File: config.mk
export PLATFORM = sky130hd
export DESIGN_NAME = hazard_ctrl
export DESIGN_NICKNAME = d
export VERILOG_FILES = /design/src/rtl/mips_pkg.sv /design/src/rtl/muldiv_timer.sv /design/src/rtl/hazard_ctrl.sv
export SDC_FILE = /design/constraint.sdc
export NUM_CORES = 1
export LEC_CHECK = 0
export CAP_MARGIN = 10
export CORE_MARGIN = 4
export CORE_UTILIZATION = 42
export DETAILED_ROUTE_END_ITERATION = 7
export GPL_TIMING_DRIVEN = 0
export PLACE_DENSITY_LB_ADDON = 0.05
export SLEW_MARGIN = 25
export SYNTH_ARGS = -nofsm -noshare
export SYNTH_HDL_FRONTEND = slang
export SYNTH_SLANG_ARGS = --single-unit
File: constraint.sdc
create_clock -name clk -period 2.9 [get_ports clk]
set_input_delay 0.435 -clock clk [delete_from_list [all_inputs] [get_ports clk]]
set_output_delay 0.435 -clock clk [all_outputs]
set_load 0.005 [all_outputs]
File: src/rtl/mips_pkg.sv
// rtl/mips_pkg.sv - shared widths, forward-select codes and mult/div timer states
package mips_pkg;

  localparam int REG_ADDR_W = 5;

  localparam logic [1:0] FWD_RF  = 2'b00;
  localparam logic [1:0] FWD_MEM = 2'b01;
  localparam logic [1:0] FWD_WB  = 2'b10;

  typedef enum logic {
    IDLE = 1'b0,
    BUSY = 1'b1
  } muldiv_state_e;

endpackage

File: src/rtl/muldiv_timer.sv
// rtl/muldiv_timer.sv - mult/div occupancy timer, busy for CYCLES cycles after a start
module muldiv_timer
  import mips_pkg::*;
#(
  parameter int CYCLES = 32
) (
  input  logic clk,
  input  logic rst_n,
  input  logic start,
  output logic busy
);

  muldiv_state_e state_q, state_d;
  logic [7:0]    cnt_q, cnt_d;

  always_ff @(posedge clk or negedge rst_n) begin
    if (!rst_n) begin
      state_q <= IDLE;
      cnt_q   <= 8'd0;
    end else begin
      state_q <= state_d;
      cnt_q   <= cnt_d;
    end
  end

  // A start seen while already BUSY is dropped; the count is never reloaded.
  always_comb begin
    state_d = state_q;
    cnt_d   = cnt_q;
    unique case (state_q)
      IDLE: begin
        if (start) begin
          state_d = BUSY;
          cnt_d   = 8'(CYCLES - 1);
        end
      end
      BUSY: begin
        if (cnt_q == 8'd0) state_d = IDLE;
        else               cnt_d   = cnt_q - 8'd1;
      end
      default: state_d = IDLE;
    endcase
  end

  assign busy = (state_q == BUSY);

endmodule

File: src/rtl/hazard_ctrl.sv
// rtl/hazard_ctrl.sv - pipeline stall/flush/forward control; HAZARD_CTRL_MULDIV_EN adds mult/div interlock
module hazard_ctrl
  import mips_pkg::*;
#(
  parameter int REG_ADDR_W    = mips_pkg::REG_ADDR_W,
  parameter int MULDIV_CYCLES = 32
) (
  input  logic                  clk,
  input  logic                  rst_n,
  input  logic [REG_ADDR_W-1:0] id_rs,
  input  logic [REG_ADDR_W-1:0] id_rt,
  input  logic                  id_uses_rs,
  input  logic                  id_uses_rt,
  input  logic                  id_uses_hilo,
  input  logic [REG_ADDR_W-1:0] ex_rs,
  input  logic [REG_ADDR_W-1:0] ex_rt,
  input  logic [REG_ADDR_W-1:0] ex_dest,
  input  logic                  ex_reg_write,
  input  logic                  ex_mem_read,
  input  logic [REG_ADDR_W-1:0] mem_dest,
  input  logic [REG_ADDR_W-1:0] wb_dest,
  input  logic                  mem_reg_write,
  input  logic                  wb_reg_write,
  input  logic                  ex_branch_taken,
  input  logic                  ex_muldiv_start,
  output logic                  pc_en,
  output logic                  if_id_en,
  output logic                  id_ex_en,
  output logic                  if_id_flush,
  output logic                  id_ex_flush,
  output logic [1:0]            fwd_a,
  output logic [1:0]            fwd_b,
  output logic                  muldiv_busy,
  output logic [15:0]           stall_count
);

  localparam logic [REG_ADDR_W-1:0] R0 = '0;

  logic load_use, hilo_stall, stall;
  logic mem_fwd_ok, wb_fwd_ok;
  logic [15:0] stall_count_q, stall_count_d;

`ifdef HAZARD_CTRL_MULDIV_EN
  muldiv_timer #(.CYCLES(MULDIV_CYCLES)) u_muldiv_timer (
    .clk   (clk),
    .rst_n (rst_n),
    .start (ex_muldiv_start),
    .busy  (muldiv_busy)
  );
  assign hilo_stall = muldiv_busy & id_uses_hilo;
`else
  logic unused_muldiv;
  assign unused_muldiv = &{1'b0, ex_muldiv_start, id_uses_hilo};
  assign muldiv_busy   = 1'b0;
  assign hilo_stall    = 1'b0;
`endif

  // ex_reg_write is implied by ex_mem_read for loads, so only the load qualifier matters.
  logic unused_ex_wr;
  assign unused_ex_wr = &{1'b0, ex_reg_write};

  assign load_use = ex_mem_read && (ex_dest != R0) &&
                    ((id_uses_rs && (id_rs == ex_dest)) ||
                     (id_uses_rt && (id_rt == ex_dest)));
  assign stall    = load_use | hilo_stall;

  always_comb begin
    pc_en       = 1'b1;
    if_id_en    = 1'b1;
    id_ex_en    = 1'b1;
    if_id_flush = 1'b0;
    id_ex_flush = 1'b0;
    if (!rst_n) begin
      pc_en       = 1'b0;
      if_id_en    = 1'b0;
      id_ex_en    = 1'b0;
      if_id_flush = 1'b1;
      id_ex_flush = 1'b1;
    end else if (ex_branch_taken) begin
      if_id_flush = 1'b1;
      id_ex_flush = 1'b1;
    end else if (stall) begin
      pc_en       = 1'b0;
      if_id_en    = 1'b0;
      id_ex_flush = 1'b1;
    end
  end

  assign mem_fwd_ok = mem_reg_write && (mem_dest != R0);
  assign wb_fwd_ok  = wb_reg_write  && (wb_dest  != R0);

  always_comb begin
    fwd_a = FWD_RF;
    fwd_b = FWD_RF;
    if (rst_n) begin
      if      (mem_fwd_ok && (mem_dest == ex_rs)) fwd_a = FWD_MEM;
      else if (wb_fwd_ok  && (wb_dest  == ex_rs)) fwd_a = FWD_WB;
      if      (mem_fwd_ok && (mem_dest == ex_rt)) fwd_b = FWD_MEM;
      else if (wb_fwd_ok  && (wb_dest  == ex_rt)) fwd_b = FWD_WB;
    end
  end

  always_comb begin
    stall_count_d = stall_count_q;
    if (!pc_en && (stall_count_q != 16'hFFFF)) stall_count_d = stall_count_q + 16'd1;
  end

  always_ff @(posedge clk or negedge rst_n) begin
    if (!rst_n) stall_count_q <= 16'd0;
    else        stall_count_q <= stall_count_d;
  end

  assign stall_count = stall_count_q;

endmodule

Word-level counts from Yosys, hierarchy flattened
Index checks and enable logic that the tools add are counted.
- reductions and logical operators: 16
- equal/unequal tests: 7
- $add $sub $neg: 1
- muxes and demuxes: 15
- operators by type and width (operator ; number):
    $eq A5 B5 Y1 ; 6
    $add A16 B1 Y16 const B ; 1
    $ne A16 B16 Y1 const B ; 1
    $reduce_bool A5 Y1 ; 3
    $mux W2 ; 6
    $logic_and A1 B1 Y1 ; 11
    $mux W1 ; 9
    $logic_not A1 Y1 ; 1
    $logic_or A1 B1 Y1 ; 1
- bits of input ports: 46
- word-level logic and storage cells: 40
- register bits after elaboration: 16
- output and inout port bits: 26

Depth between registers and ports, before layout
Gate-level depths: netlist of run 1.
- depth after elaboration: 9
- mapped depth: 7
- depth with buffers taken out: 7

Least setup slack after synthesis of run 1
OpenSTA, ideal clock, no wires.
- kind: input to output
- from: input ex_dest[1]
- to: output pc_en
- buffers on the path: 2
- data required time: 2.465 ns
- data arrival time: 1.661 ns
- cell stages on the path: 7
- slack: 0.804 ns
- cells stage by stage: or4_1 > o21ai_1 > or2_2 > o21ai_4 > buf_12 > inv_1 > buf_4
- cells in the longest elaborated chain, start to end: 7
- elaborated cells between the ends (all ways): 11
- those cells by class: eq/ne (2); mux (3); reduce/logical (6)
- RTL lines (what ; line ; text):
    from (decl) ; hazard_ctrl.sv:17 ; input logic [REG_ADDR_W-1:0] ex_dest,
    $eq A5 B5 Y1 (on tied branches) ; hazard_ctrl.sv:63, hazard_ctrl.sv:64 ;
    $logic_and A1 B1 Y1 (on tied branches) ; hazard_ctrl.sv:63, hazard_ctrl.sv:64 ;
    $logic_or A1 B1 Y1 ; hazard_ctrl.sv:63 ; ((id_uses_rs && (id_rs == ex_dest)) ||
    $logic_and A1 B1 Y1 (*) ; hazard_ctrl.sv:62 ; assign load_use = ex_mem_read && (ex_dest != R0) &&
    $mux W1 (*) (3 in a row) ; n/a ;
    to (decl) ; hazard_ctrl.sv:26 ; output logic pc_en,
Mark *: on every way between the ends. The rest lies on a longest branch, timed or not.

Worst setup path in the final report of run 1
- from: input id_rt[4]
- to: output if_id_en
- cells in the longest elaborated chain, start to end: 7
- RTL lines (what ; line ; text):
    from (decl) ; hazard_ctrl.sv:11 ; input logic [REG_ADDR_W-1:0] id_rt,
    $eq A5 B5 Y1 ; hazard_ctrl.sv:64 ; (id_uses_rt && (id_rt == ex_dest)));
    $logic_and A1 B1 Y1 ; hazard_ctrl.sv:64 ;
    $logic_or A1 B1 Y1 ; hazard_ctrl.sv:63 ;
    $logic_and A1 B1 Y1 ; hazard_ctrl.sv:62 ;
    $mux W1 ; hazard_ctrl.sv:82 ; end else if (stall) begin
    $mux W1 ; hazard_ctrl.sv:79 ; end else if (ex_branch_taken) begin
    $mux W1 ; hazard_ctrl.sv:73 ; if (!rst_n) begin
    to (decl) ; hazard_ctrl.sv:27 ; output logic if_id_en,
No other way between the ends.

==> flow_summary.ini, run 1 <==
[drt]
vias = 1231
ant_nets = 0
wl_per_cell_um = 15.5
drc_errors = 0
wl_um = 3630
drtIter0Drc = 44
dr.pass1.iters = 4
viasPerCell = 5.26

[sta]
fmax_mhz = 360
slew_headroom_pct = 58.7
tns_ps = 0
slew_viol_final = 0
hold_viol = 0
period_needed_ps = 2770
finalCritPeriodShare_pct = 95.7
whs_ps = 210
tightest_slew_ps = 617
skew_ps = 1.78
finalSetupViolCount = 0
setup_slack_ps = 125
rsz0062_at_grt = false

[power_and_ir_drop]
ir_drop_v = 0.000486
power_switching_w = 0.000257
intPower_w = 0.000556
p_sw_share_pct = 31.6
pwr-share-seq_pct = 40.7
leakage_nw = 0.869
p_comb_share_pct = 44.7
clock_power_share_pct = 14.5
power_density_nw_per_um2 = 390

[logic_synthesis]
synth_nets = 177
synthCells = 130
ys_seq_area_share_pct = 30.8
avgSynthCellArea_sq_um = 10.0
ys_warn_count = 0
synth_area_sq_um = 1300
synthDistinctLibCells = 37
ys_ff_latch = 16

[placement]
gp_congestion = 0.784
hpwl_um = 2920
pre_cts_slack_ps = -699
port_buffers = 67

[grt]
grt_start_max_net_pins = 24
grt_pass1_wl_um = 5950
grt-ovfl-total = 0
grt_pass1_vias = 1291
antenna_found_initial = 0
track_usage_pct = 18.6

[floorplan]
placeableCoreArea_sq_um = 2850
die_h_um = 63.6
io_pins = 72
initial_core_util_pct = 45.6
die_w_um = 63.6
rows = 19
die_area_sq_um = 4050

[final_layout]
final_layout_size_suffix_gt1_share_pct = 15.3
fillers = 226
diodes = 0
layout.nets = 252
area_growth_pct = 60.1
layout_commonest_cell = clkdlybuf4s50_1
final_cell_mix = clkdlybuf4s50_1 (58), xor2_1 (21), xnor2_1 (20)
fin_util_pct = 72.9
largest_register_ff_count = 16

[setup_path]
worst_setup_path_end_kind = output port
worstRegToRegCells = 6
critPathKind = input pin to output port
crit_path_frequent_cell = clkdlybuf4s50_1
cp_slowest_cell = clkdlybuf4s50_1
path_max_fanout = 3
cp-start-kind = input pin
crit_arrival_ps = 2340
worstPathCellList = clkdlybuf4s50_1 -> xor2_1 -> nor4_2 -> a32oi_2 -> o21ai_4 -> buf_12 -> inv_1 -> clkdlybuf4s50_1
max_stage_delay_ps = 440
required_ps = 2470

[cts]
cts_made_buffers = 3
tritoncts = yes
htree_levels = 1
cts_sinks = 16
clock_path_buffers = 2
insertion_delay_ps = 290
root_buffer = clkbuf_4
clk_pin_slew_ps = 90

[flow_run]
drv_cap = 0

[outcome]
status = completed

[min_path]
hold_path_class = input pin to asynchronous set/reset pin
-- worst paths after layout --
| path | start | to | slack, ps |
|---|---|---|---|
| max in group asynchronous | rst_n | stall_count[15] | 2320 |
| hold reg to reg | stall_count[8] | stall_count[8] | 500 |
| setup reg to reg | stall_count[0] | stall_count[13] | 810 |
| min in group clk | stall_count[8] | stall_count[8] | 500 |
| hold / removal | rst_n | stall_count[10] | 210 |
| setup / recovery | id_rt[4] | if_id_en | 130 |
-- worst max-delay path: cells and delay by family --
family                 cells  cell delay (ps)
buffers and inverters      4             1030
AO/OA/AOI/OAI              2              360
XOR/XNOR                   1              170
AND/OR/NAND/NOR            1              340
-- timing repair --
item,in CTS,in global routing
hold buffers,0,0
endpoints found under the setup margin,4,1
gates resized for setup,14,6
pin swaps,2,6
buffers inserted,3,0
-- cell type report --
| type | instances | area, sq um | area share (%) |
|---|---|---|---|
| Sequential cell | 16 | 400 | 19.2 |
| Timing Repair Buffer | 70 | 688 | 33.1 |
| Buffer | 4 | 42.5 | 2.04 |
| Inverter | 2 | 7.51 | 0.361 |
| Clock buffer | 3 | 22.5 | 1.08 |
| Tap cell | 31 | 38.8 | 1.86 |
| Multi-Input combinational cell | 108 | 881 | 42.3 |
-- layer usage --
metal	share of wire, %	vias to the layer above	GRT usage (%)
li1	-	601	-
met1	40	581	21.0
met2	54	44	34.4
met3	5.2	5	4.62
met4	0.88	0	4.85
met5	0	-	0
-- Yosys cell counts, drive strengths merged --
cell / number / area, sq um
a21oi: 1 / 5.00
a31oi: 1 / 6.26
a32oi: 1 / 8.76
a41oi: 1 / 8.76
and2: 4 / 25.0
and3: 6 / 37.5
buf: 4 / 42.5
conb: 1 / 3.75
dfrtp: 16 / 400
ha: 1 / 12.5
inv: 2 / 7.51
mux2: 1 / 15.0
nand2: 10 / 45.1
nand2b: 1 / 6.26
nand3: 7 / 50.1
nand3b: 1 / 20.0
nand4: 6 / 52.6
nor2: 2 / 7.51
nor3: 1 / 5.00
nor4: 6 / 43.8
o211ai: 1 / 7.51
o21ai: 4 / 31.3
o21bai: 1 / 7.51
o22ai: 1 / 6.26
or2: 1 / 6.26
or4: 5 / 37.5
xnor2: 22 / 208
xor2: 22 / 193
-- cell families after synthesis --
| family | count (synthesis) | synth area share [%] |
|---|---|---|
| other | 1 | 0.288 |
| adders and majority gates | 1 | 0.962 |
| xor gates and xnor gates | 44 | 30.8 |
| buffers and inverters | 6 | 3.85 |
| AOI/OAI and AO/OA | 11 | 6.26 |
| DFF | 16 | 30.8 |
| muxes | 1 | 1.15 |
| and+or+nand+nor | 50 | 25.9 |
-- stage by stage --
stage               instance area [sq um]  total power, W  cells
global placement                     2010        0.000675    228
floorplan                            1300        0.000481    130
global route                         2080        0.000868    234
CTS                                  2070        0.000821    234
finish                               2080        0.000812    234
detailed placement                   2010        0.000694    228
-- power groups by stage --
stage / Sequential (W) / Combinational, W / Clock (W)
after floorplan: 0.000330 / 0.000151 / 0
after global placement: 0.000329 / 0.000346 / 0
after detailed placement: 0.000335 / 0.000359 / 0
after CTS: 0.000331 / 0.000366 / 0.000124
after global routing: 0.000345 / 0.000389 / 0.000134
final: 0.000331 / 0.000363 / 0.000118
No activity file was read; power rests on OpenSTA's default activity.
==> inputs of run 2 (changes only) <==
- SLEW_MARGIN: 25 -> 10
==> results of run 2 <==
Final layout, timing and power as in run 1 (identical DEF).
